<file path="src/rtl/ecliptic_converter_sequencer.sv">
// Sequences one float<->word conversion at a time: accepts a command, resolves the
// rounding mode, drives the selected converter, waits (bounded) for its ack and returns the result.
module ecliptic_converter_sequencer #(
    parameter int unsigned TIMEOUT = 15
) (
    input  logic        clk,
    input  logic        nrst,
    input  logic        in_valid,
    output logic        in_ready,
    input  logic        in_op,
    input  logic        in_unsigned,
    input  logic [2:0]  in_rm,
    input  logic [31:0] in_src,
    input  logic [4:0]  in_tag,
    input  logic [2:0]  frm,
    output logic        w_req,
    output logic [31:0] w_src,
    output logic [1:0]  w_rm,
    output logic        w_unsigned,
    input  logic        w_ack,
    input  logic [31:0] w_res,
    input  logic        w_invalid,
    input  logic        w_inexact,
    output logic        f_req,
    output logic [31:0] f_src,
    output logic [1:0]  f_rm,
    output logic        f_unsigned,
    input  logic        f_ack,
    input  logic [31:0] f_res,
    input  logic        f_inexact,
    output logic        out_valid,
    input  logic        out_ready,
    output logic [31:0] out_res,
    output logic [4:0]  out_tag,
    output logic [1:0]  out_status,
    output logic [4:0]  fflags,
    input  logic        fflags_clr
);

    typedef enum logic [1:0] {S_IDLE, S_ISSUE, S_WAIT, S_RESP} state_t;

    localparam logic [7:0] TIMEOUT_C = 8'(TIMEOUT);
    localparam logic [1:0] ST_OK = 2'd0, ST_ILLEGAL_RM = 2'd1, ST_TIMEOUT = 2'd2;

    state_t      state, state_nxt;
    logic        op_q, uns_q;
    logic [31:0] src_q, res_q;
    logic [4:0]  tag_q, fflags_nxt;
    logic [1:0]  rm_q, status_q;
    logic [7:0]  cnt_q;
    logic [2:0]  rm_res;
    logic        sel_ack, expired, drive;

    // DYN defers to frm; any resolved mode >= 4 is rejected without touching a converter.
    assign rm_res  = (in_rm == 3'd7) ? frm : in_rm;
    assign sel_ack = op_q ? f_ack : w_ack;
    assign expired = (cnt_q == TIMEOUT_C);
    assign drive   = (state == S_ISSUE) || (state == S_WAIT);

    // NOTE: every variable assigned here gets a default first, so no path can infer a latch.
    always_comb begin
        state_nxt = state;
        case (state)
            S_IDLE:  if (in_valid) state_nxt = rm_res[2] ? S_RESP : S_ISSUE;
            S_ISSUE: state_nxt = S_WAIT;
            S_WAIT:  if (sel_ack || expired) state_nxt = S_RESP;
            S_RESP:  if (out_ready) state_nxt = S_IDLE;
            default: state_nxt = S_IDLE;
        endcase
    end

    always_comb begin
        fflags_nxt = fflags_clr ? 5'b0 : fflags;
        if (state == S_WAIT && sel_ack)
            fflags_nxt = fflags_nxt | {~op_q & w_invalid, 3'b000, op_q ? f_inexact : w_inexact};
    end

    // NOTE: sequential state uses non-blocking assignments so all registers update together at the edge.
    always_ff @(posedge clk or negedge nrst) begin
        if (!nrst) state <= S_IDLE;
        else       state <= state_nxt;
    end

    always_ff @(posedge clk or negedge nrst) begin
        if (!nrst) begin
            op_q     <= 1'b0;
            uns_q    <= 1'b0;
            src_q    <= '0;
            tag_q    <= '0;
            rm_q     <= '0;
            res_q    <= '0;
            status_q <= ST_OK;
            cnt_q    <= '0;
            fflags   <= '0;
        end else begin
            fflags <= fflags_nxt;
            case (state)
                S_IDLE: if (in_valid) begin
                    op_q     <= in_op;
                    uns_q    <= in_unsigned;
                    src_q    <= in_src;
                    tag_q    <= in_tag;
                    rm_q     <= rm_res[1:0];
                    res_q    <= '0;
                    status_q <= rm_res[2] ? ST_ILLEGAL_RM : ST_OK;
                    cnt_q    <= '0;
                end
                S_ISSUE: cnt_q <= 8'd1;
                S_WAIT: begin
                    // An ack in the expiry cycle still counts as a successful conversion.
                    if (sel_ack) begin
                        res_q    <= op_q ? f_res : w_res;
                        status_q <= ST_OK;
                    end else if (expired) begin
                        res_q    <= '0;
                        status_q <= ST_TIMEOUT;
                    end else begin
                        cnt_q <= cnt_q + 8'd1;
                    end
                end
                S_RESP: if (out_ready) cnt_q <= '0;
                default: ;
            endcase
        end
    end

    assign in_ready   = (state == S_IDLE) && nrst;
    assign w_req      = (state == S_ISSUE) && !op_q;
    assign f_req      = (state == S_ISSUE) &&  op_q;
    assign w_src      = (drive && !op_q) ? src_q : '0;
    assign w_rm       = (drive && !op_q) ? rm_q  : '0;
    assign w_unsigned = drive && !op_q && uns_q;
    assign f_src      = (drive &&  op_q) ? src_q : '0;
    assign f_rm       = (drive &&  op_q) ? rm_q  : '0;
    assign f_unsigned = drive && op_q && uns_q;
    assign out_valid  = (state == S_RESP);
    assign out_res    = out_valid ? res_q : '0;
    assign out_status = out_valid ? status_q : ST_OK;
    assign out_tag    = tag_q;

endmodule

</file>
<file path="config.mk">
export PLATFORM = sky130hd
export DESIGN_NAME = ecliptic_converter_sequencer
export DESIGN_NICKNAME = d
export VERILOG_FILES = /design/src/rtl/ecliptic_converter_sequencer.sv
export SDC_FILE = /design/constraint.sdc
export NUM_CORES = 1
export LEC_CHECK = 0
export CORE_MARGIN = 2
export CORE_UTILIZATION = 37
export DETAILED_ROUTE_END_ITERATION = 8
export PLACE_DENSITY = 0.77
export SYNTH_ARGS = -nofsm -noshare
export SYNTH_HDL_FRONTEND = slang
export SYNTH_SLANG_ARGS = --single-unit
</file>
<file path="constraint.sdc">
create_clock -name clk -period 2.25 [get_ports clk]
set_clock_uncertainty 0.05 [all_clocks]
set_input_delay 0.675 -clock clk [delete_from_list [all_inputs] [get_ports clk]]
set_output_delay 0.675 -clock clk [all_outputs]
set_load 0.01 [all_outputs]
</file>
==> impl_metrics.toml, run 1 <==
[run_status]
status = "complete, but fails checks"
violations = "negative setup slack"

[logic_synthesis]
syn-mean-instance-area_um2 = 10.6
synthArstFlopShare_pct = 100
yosys.area_share.simple_pct = 21.3
syn_inst = 459
synth_edf_count = 0
yosysUniqueCellTypes = 44
synth_flop_cell = "dfrtp_1"
synth_top_family_by_area = "multiplexers"
synthMuxAreaShare_pct = 24.4
synth-xor-area-share_pct = 0
seq_area_frac_synth_pct = 44.6
yosysWarnings = 0
synth_fa_ha_area_share_pct = 1.54
synth-compound-area-share_pct = 3.97
synth_seq_cells = 87
synth_area_mm2 = 0.00488

[timing]
timing.final.crit_share_pct = 112
worst_pin_slew_ps = 622
rsz0062_at_grt = "yes"
layout_min_cycle_time_ps = 2530
slew_viol_final = 0
setup_viol = 70
slew_headroom_pct = 58.5
fin_ws_ps = -280
finalHoldViolations = 0
max_freq_mhz = 395
setup-tns-final_ps = -14140
whs_ps = 359

[setup_path]
slowest_delay_ps = 360
cp.arrival_ps = 1810
critPathRequiredTime_ps = 1520
crit_start = "state[1]"
critical_path.most_common_cell = "buf_12"
regToRegStartpoint = "cnt_q[4]"
crit_chain = "inv_2, ha_4, inv_4, nor2_4, buf_12, buf_12, buf_16, and2_1, buf_2"
crit_family = "buffers and inverters"
worstSetupPathType = "flip-flop to output pin"
endpoint_kind = "output pin"
critPathBufInv = 6
slowest_stage = "dfrtp_1"
start_kind = "flip-flop"
cp_max_fo = 8

[power]
power.leakage_nw = 4.04
internal_power_mw = 7.90
p_clk_share_pct = 13.6
ir_drop_uv = 792
seqPwrFrac_pct = 22.6
power_frac_comb_pct = 63.8
p_sw_share_pct = 35.7
p_sw_mw = 4.39
power.density_mw_per_mm2 = 1500

[global_routing]
grt_remaining_overflow = 0
antenna_found_initial = 0
grt_max_degree = 49
grt_pass1_wl_um = 24600
grt_usage_pct = 21.8
grt_pass1_vias = 4700

[route]
drt-total-wl_um = 16200
vias = 4628
first_pass_iters = 4
ant_nets = 0
vias_per_cell = 5.13
drc_errors = 0
wl_per_cell_um = 17.9
drtIter0Drc = 170

[min_path]
hp-class = "primary input to asynchronous set/reset pin"

[floorplan]
core.rowCount = 41
core_mm2 = 0.0128
dieHeight_um = 119
ios = 237
die-area_mm2 = 0.0141
initial_core_util_pct = 38.2
die_x_um = 119

[cts]
clkSlewWorstSetupHoldPaths_ps = 60
cts_inserted_buffers = 9
cts_htree_levels = 3
cts_num_sinks = 87
worstSkewPairLatency_ps = 330
cts_tree = "yes"
clock_path_buffers = 2
cts_root_buf = "clkbuf_16"

[final_layout]
drive_gt1_share_pct = 41.4
final_cell_mix = "clkdlybuf4s50_1 (124), dfrtp_1 (86), mux2_2 (72)"
fillCellCount = 962
regArea_mm2 = 0.00218
nets = 851
diodes = 0
fin_util_pct = 64.4
syn2layout_area_growth_pct = 68.3
layout_commonest_cell = "clkdlybuf4s50_1"
multi_input_area_mm2 = 0.00270

[place]
portBuffers = 233
dp_hpwl_um = 10600
gp_congestion = 0.851

[flow_run]
cap_violations = 0
[kinds of logic after synthesis]
group           after synthesis
other cells                   1
fa+ha+maj                     6
flops                        87
simple gates                187
compound gates               26
buf+inv                      42
mux                         110
[power groups by stage]
stage               logic (mW)  registers (mW)  clock network, mW
floorplan                 3.19            2.59                  0
global placement          5.77            2.70                  0
detailed placement        5.89            2.74                  0
CTS                       7.43            2.75               1.69
global route              8.27            2.87               1.78
finish                    7.84            2.78               1.68
[Yosys cell counts (2+ instances only)]
cell	count	area share (%)
dfrtp_1	87	45
and2_1	72	9.2
mux2_2	72	17
nor2_1	39	3.0
and3_1	37	4.7
mux2i_1	37	7.6
clkbuf_1	25	1.9
nand2_1	15	1.2
inv_1	8	0.61
o21ai_0	8	0.82
ha_1	6	1.5
nand3_1	6	0.61
nand2b_1	4	0.51
buf_4	3	0.46
buf_8	3	0.92
nor3_1	3	0.31
a211o_1	2	0.36
a21oi_1	2	0.20
buf_1	2	0.15
nand4_1	2	0.26
o41ai_1	2	0.36
or4_1	2	0.31
[routing by layer]
metal / GRT usage (%) / wire [µm] / vias up
li1: - / - / 2110
met1: 25.7 / 6220 / 2300
met2: 38.8 / 8550 / 183
met3: 4.31 / 944 / 35
met4: 8.48 / 444 / 0
met5: 0 / 0 / -
[sequential cells by signal, summed over array words and instances, names as in the netlist, 2 cells and up]
| name | flops |
|---|---|
| res_q | 32 |
| cnt_q | 8 |
| fflags | 2 |
| status_q | 2 |
| rm_q | 2 |
| state | 2 |
| out_tag | 5 |
| src_q | 32 |
[path summary, 6_finish.rpt]
path,to,slack (ps),cells after the start
max,w_src[0],-280,9
min,status_q[1],360,2
max reg2reg,res_q[30],100,5
min reg2reg,res_q[8],440,1
max in group asynchronous,op_q,750,3
min in group clk,res_q[8],440,1
[metrics by stage]
step | setup WS (ps) | instances | power (mW) | area (µm²)
floorplan | 9.19 | 461 | 5.79 | 4890
global route | -358 | 902 | 12.9 | 8220
global placement | -243 | 867 | 8.47 | 7590
detailed placement | -263 | 867 | 8.63 | 7590
finish | -280 | 902 | 12.3 | 8220
CTS | -259 | 899 | 11.9 | 8060
[layout make-up]
cell class                      instances  share of cell area (%)
Timing Repair Buffer                  288                    33.7
Multi-Input combinational cell        332                    32.8
Sequential cell                        87                    26.5
Clock buffer                           11                    2.83
Tap cell                              172                    2.62
Clock inverter                          4                    1.16
Inverter                                8                   0.396
[what timing repair did]
action                                 in CTS  in global routing
gates resized for setup                   506                 45
hold buffers                                0                  0
endpoints found under the hold margin       0                  0
setup endpoints to repair                 108                 80
setup buffers                               9                  8
pin swaps                                  22                  0
cloned                                      9                  0
Power figures use the tool's default switching activity.
==> run 2, diff against run 1 <==
Settings changed: CORE_MARGIN 2 to not set, CORE_UTILIZATION 37 to 40, PLACE_DENSITY 0.77 to 0.79.
Clock period 2.25 ns to 2.84 ns, I/O delays scaled along.
==> run 2 against run 1 <==
Compared with the run above: the run now ends clean; first-iteration DRC count increased by 32%; sequential cell count unchanged; sequential power shrank 21%; setup slack gained 340 ps; clock-buffer cell count up 2; hold slack improved by 86 ps; final cell count decreased by 6.4%; critical path depth decreased by 2; routed wire length shrank 6.4%; power fell by 34%; combinational power shrank 41%.
==> impl_metrics.toml, run 2 (same netlist as run 1, synthesis figures left out) <==
[setup_path]
crit_family = "buffers and inverters"
worstSetupPathType = "flip-flop to output pin"
cp_max_fo = 9
reg2reg_to = "res_q[21]"
reg2reg_slack_ps = 630
crit_chain = "inv_2, ha_4, inv_4, nor2_4, buf_12, and2_1, dlygate4sd2_1"
slowest_delay_ps = 380
endpoint_kind = "output pin"
start_kind = "flip-flop"
cp.arrival_ps = 1880
critPathRequiredTime_ps = 1940
r2r_cells = 5
slowest_stage = "dfrtp_1"
critPathBufInv = 4
regToRegStartpoint = "cnt_q[5]"

[final_layout]
largestRegisters = "res_q x32, src_q x32, cnt_q x8"
layout_commonest_cell = "clkdlybuf4s50_1"
final_cell_mix = "clkdlybuf4s50_1 (147), dfrtp_1 (86), and2_1 (72), mux2_2 (72), dlygate4sd2_1 (45)"
fin_util_pct = 66.7
fillCellCount = 896
regArea_mm2 = 0.00218
syn2layout_area_growth_pct = 59.2
stdcell_count = 844
diodes = 0
drive_gt1_share_pct = 21.5
nets = 821
multi_input_area_mm2 = 0.00255

[global_routing]
grt_remaining_overflow = 0
grt_pass1_wl_um = 23700
grt_max_degree = 46
antenna_found_initial = 0
grt_pass1_vias = 4665
grt_usage_pct = 24.1

[route]
wl_per_cell_um = 17.9
vias_per_cell = 5.20
drc_errors = 0
drt-total-wl_um = 15100
first_pass_iters = 4
vias = 4389
ant_nets = 0
drtIter0Drc = 225

[floorplan]
ios = 237
core.rowCount = 39
initial_core_util_pct = 41.9
die_x_um = 113
core_mm2 = 0.0117
die-area_mm2 = 0.0127
dieHeight_um = 113

[power]
power.density_mw_per_mm2 = 1040
ir_drop_uv = 491
power.leakage_nw = 4.01
p_total_mw = 8.11

[min_path]
hold_depth = 1
hold_end = "res_q[8]"
hp-class = "flip-flop to flip-flop"
hold_start = "res_q[8]"

[place]
dp_hpwl_um = 10600
place_inst = 818
portBuffers = 233
gp_congestion = 0.824

[cts]
clock_path_buffers = 2
cts_inserted_buffers = 9
cts_root_buf = "clkbuf_16"
cts_tree = "yes"
clkSlewWorstSetupHoldPaths_ps = 60
cts_num_sinks = 87
cts_htree_levels = 3
worstSkewPairLatency_ps = 330

[timing]
finalHoldViolations = 0
slew_headroom_pct = 62.6
worst_pin_slew_ps = 561
layout_min_cycle_time_ps = 2780
slew_viol_final = 0
max_freq_mhz = 359
setup_viol = 0
timing.final.crit_share_pct = 98.0
rsz0062_at_grt = "yes"

[flow_run]
cap_violations = 0

[run_status]
status = "finished, final reports clean"
run 2: worst max path at each step:
stage | start | slack [ps] | depth (start not counted) | end
final | state[1] | 60 | 7 | w_src[29]
after global routing | state[1] | -10 | 7 | w_rm[0]
after CTS | state[0] | -60 | 7 | w_src[26]
after detailed placement | state[1] | 40 | 5 | f_src[29]
after global placement | state[0] | 100 | 7 | w_src[19]
after floorplan | state[0] | 420 | 6 | w_rm[0]
run 2: what timing repair did:
action | 4_1_cts | 5_1_grt
setup buffers | 5 | 3
hold buffers | 0 | 0
gates resized for setup | 120 | 41
pin swaps | 1 | 2
cloned | 3 | 1
endpoints found under the setup margin | 70 | 64
run 2: stage by stage:
step / hold slack, ps / setup TNS (ps) / area [µm²] / worst slack, ps
6_report: 446 / 0 / 7780 / 57.2
5_1_grt: 465 / -20.2 / 7780 / -10.5
4_1_cts: 445 / -236 / 7820 / -59.5
3_5_place_dp: 431 / 0 / 7400 / 40.3
3_3_place_gp: 410 / 0 / 7400 / 105
2_1_floorplan: 400 / 0 / 4890 / 422
run 2: power breakdown:
group,leakage (nW),switching [mW],internal [mW]
combinational,2.73,2.19,2.46
sequential,1.11,0.377,1.81
clock,0.162,0.486,0.783
total,4.01,3.06,5.05
run 2: layout make-up:
type | count | share of cell area (%)
clock buffer | 13 | 3.60
clock inverter | 3 | 0.611
inverter | 8 | 0.418
multi-input combinational | 332 | 32.7
sequential | 87 | 28.0
tap | 143 | 2.30
timing repair buffer | 258 | 32.3
run 2: metal layers:
metal	track usage [%]	share of wire (%)	vias to the layer above
li1	-	-	2044
met1	28.1	39	2175
met2	43.7	54	146
met3	4.27	4.7	24
met4	9.69	2.6	0
met5	0	0	-
==> run 3, diff against run 2 <==
Settings changed: CELL_PAD_IN_SITES_DETAIL_PLACEMENT set to 0, CELL_PAD_IN_SITES_GLOBAL_PLACEMENT set to 1, CORE_UTILIZATION 40 to 30, PLACE_DENSITY 0.79 to not set, PLACE_DENSITY_LB_ADDON set to 0.1.
==> run 3 against run 2 <==
Compared with the run above: first-iteration DRC count decreased by 21%; critical path type unchanged; sequential power barely moved; maximum frequency grew 1.2%; critical path depth grew 1; routed wire length about the same; critical endpoint is now w_src[19]; register-to-register slack lost 170 ps.
==> impl_metrics.toml, run 3 (same netlist as run 1, synthesis figures left out) <==
[global_routing]
use_met1_pct = 20.3
grt_remaining_overflow = 0
grt_usage_pct = 17.9
grt_max_degree = 50
grt_pass1_vias = 4219
antenna_found_initial = 0
grt_busiest_layer = "met2"
met3_usage_pct = 4.75
use_met2_pct = 32.1
grt_pass1_wl_um = 22600

[timing]
setup_viol = 0
layout_min_cycle_time_ps = 2750
whs_ps = 446
slew_headroom_pct = 55.9
worst_pin_slew_ps = 662
finalHoldViolations = 0
slew_viol_final = 0
timing.final.crit_share_pct = 96.9
max_freq_mhz = 363

[cts]
cts_root_buf = "clkbuf_16"
clock_path_buffers = 2
cts_tree = "yes"
cts_htree_levels = 3
clkSlewWorstSetupHoldPaths_ps = 70
cts_inserted_buffers = 9
postCtsHoldBufs = 0
cts_num_sinks = 87
worstSkewPairLatency_ps = 340

[setup_path]
critPathRequiredTime_ps = 1940
endpoint_kind = "output pin"
worstSetupPathType = "flip-flop to output pin"
cp_max_fo = 8
crit_chain = "inv_2, ha_4, inv_2, nor2_4, buf_4, buf_6, and2_1, dlygate4sd2_1"
reg2reg_slack_ps = 460
cp.arrival_ps = 1850
start_kind = "flip-flop"
slowest_delay_ps = 390
slowest_stage = "dfrtp_1"
critical_path.most_common_cell = "inv_2"

[place]
portBuffers = 233
gp_congestion = 0.776
dp_hpwl_um = 10800
place_inst = 894
post_dp_cell_area_mm2 = 0.00752

[route]
vias = 4251
ant_nets = 0
drc_errors = 0
first_pass_iters = 4
drtIter0Drc = 178
vias_per_cell = 4.62
drt-total-wl_um = 15100
wl_per_cell_um = 16.4

[floorplan]
dieHeight_um = 130
die-area_mm2 = 0.0168
core.rowCount = 46
die_x_um = 130
ios = 237
initial_core_util_pct = 30.7
core_mm2 = 0.0159

[final_layout]
stdcell_area_mm2 = 0.00809
stdcell_count = 921
nets = 825
fin_util_pct = 50.9
syn2layout_area_growth_pct = 65.6
largestRegisters = "res_q x32, src_q x32, cnt_q x8"
layout_commonest_cell = "clkdlybuf4s50_1"
diodes = 0
final_cell_mix = "clkdlybuf4s50_1 (134), dfrtp_1 (86), and2_1 (72), mux2_2 (72), dlymetal6s2s_1 (62)"
drive_gt1_share_pct = 19.6

[power]
p_sw_share_pct = 37.1
power.leakage_nw = 4.68
power.density_mw_per_mm2 = 998
power_frac_comb_pct = 57.9
p_sw_mw = 3.00
p_clk_share_pct = 15.0
internal_power_mw = 5.07
ir_drop_uv = 458
seqPwrFrac_pct = 27.0

[min_path]
hp-class = "flip-flop to flip-flop"

[flow_run]
cap_violations = 0

[run_status]
status = "finished, final reports clean"
[run 3: worst paths after layout]
| kind | startpoint | endpoint | cells after the start |
|---|---|---|---|
| worst min-delay path | res_q[8] | res_q[8] | 1 |
| worst min register to register | res_q[8] | res_q[8] | 1 |
| worst max register to register | op_q | cnt_q[0] | 5 |
| min in group asynchronous | nrst | out_tag[0] | 2 |
| max in group asynchronous | nrst | op_q | 3 |
| worst max-delay path | state[0] | w_src[19] | 8 |
[run 3: stage by stage]
stage	TNS (ps)	total power [mW]	setup WS [ps]
after detailed placement	-8.57	6.76	-8.57
after global routing	-150	8.63	-15.4
final	0	8.07	88.8
after global placement	0	6.70	49.2
after floorplan	0	4.58	422
after CTS	-6300	7.91	-214
[run 3: area by class of cell]
type	count	area (µm²)
Multi-Input combinational cell	332	2550
Timing Repair Buffer	262	2770
Tap cell	216	270
Clock inverter	7	72.6
Sequential cell	87	2180
Fill cell	1467	7790
Clock buffer	9	225
Inverter	8	30.0
[run 3: routing by layer]
layer	vias to the layer above	part of all wire [%]
li1	2052	-
met1	2059	39
met4	0	2.1
met3	20	5.2
met2	120	54
met5	-	0
[run 3: critical path: cells and delay by family, from the launching register on]
| family | cells | cell delay (ps) |
|---|---|---|
| buffers and inverters | 5 | 700 |
| flip-flops | 1 | 390 |
| adder cells (fa/ha/maj) | 1 | 210 |
| AND/OR/NAND/NOR | 2 | 190 |
[run 3: timing repair]
item,4_1_cts,5_1_grt
gates resized for setup,39,114
endpoints found under the setup margin,70,104
pin swaps,1,2
cloned,0,2
setup buffers,4,5
[run 3: power groups by stage]
stage	logic [mW]	clock network, mW	registers [mW]
floorplan	2.53	0	2.05
global placement	4.52	0	2.19
detailed placement	4.57	0	2.20
CTS	4.49	1.25	2.18
global route	5.06	1.30	2.27
finish	4.68	1.21	2.18
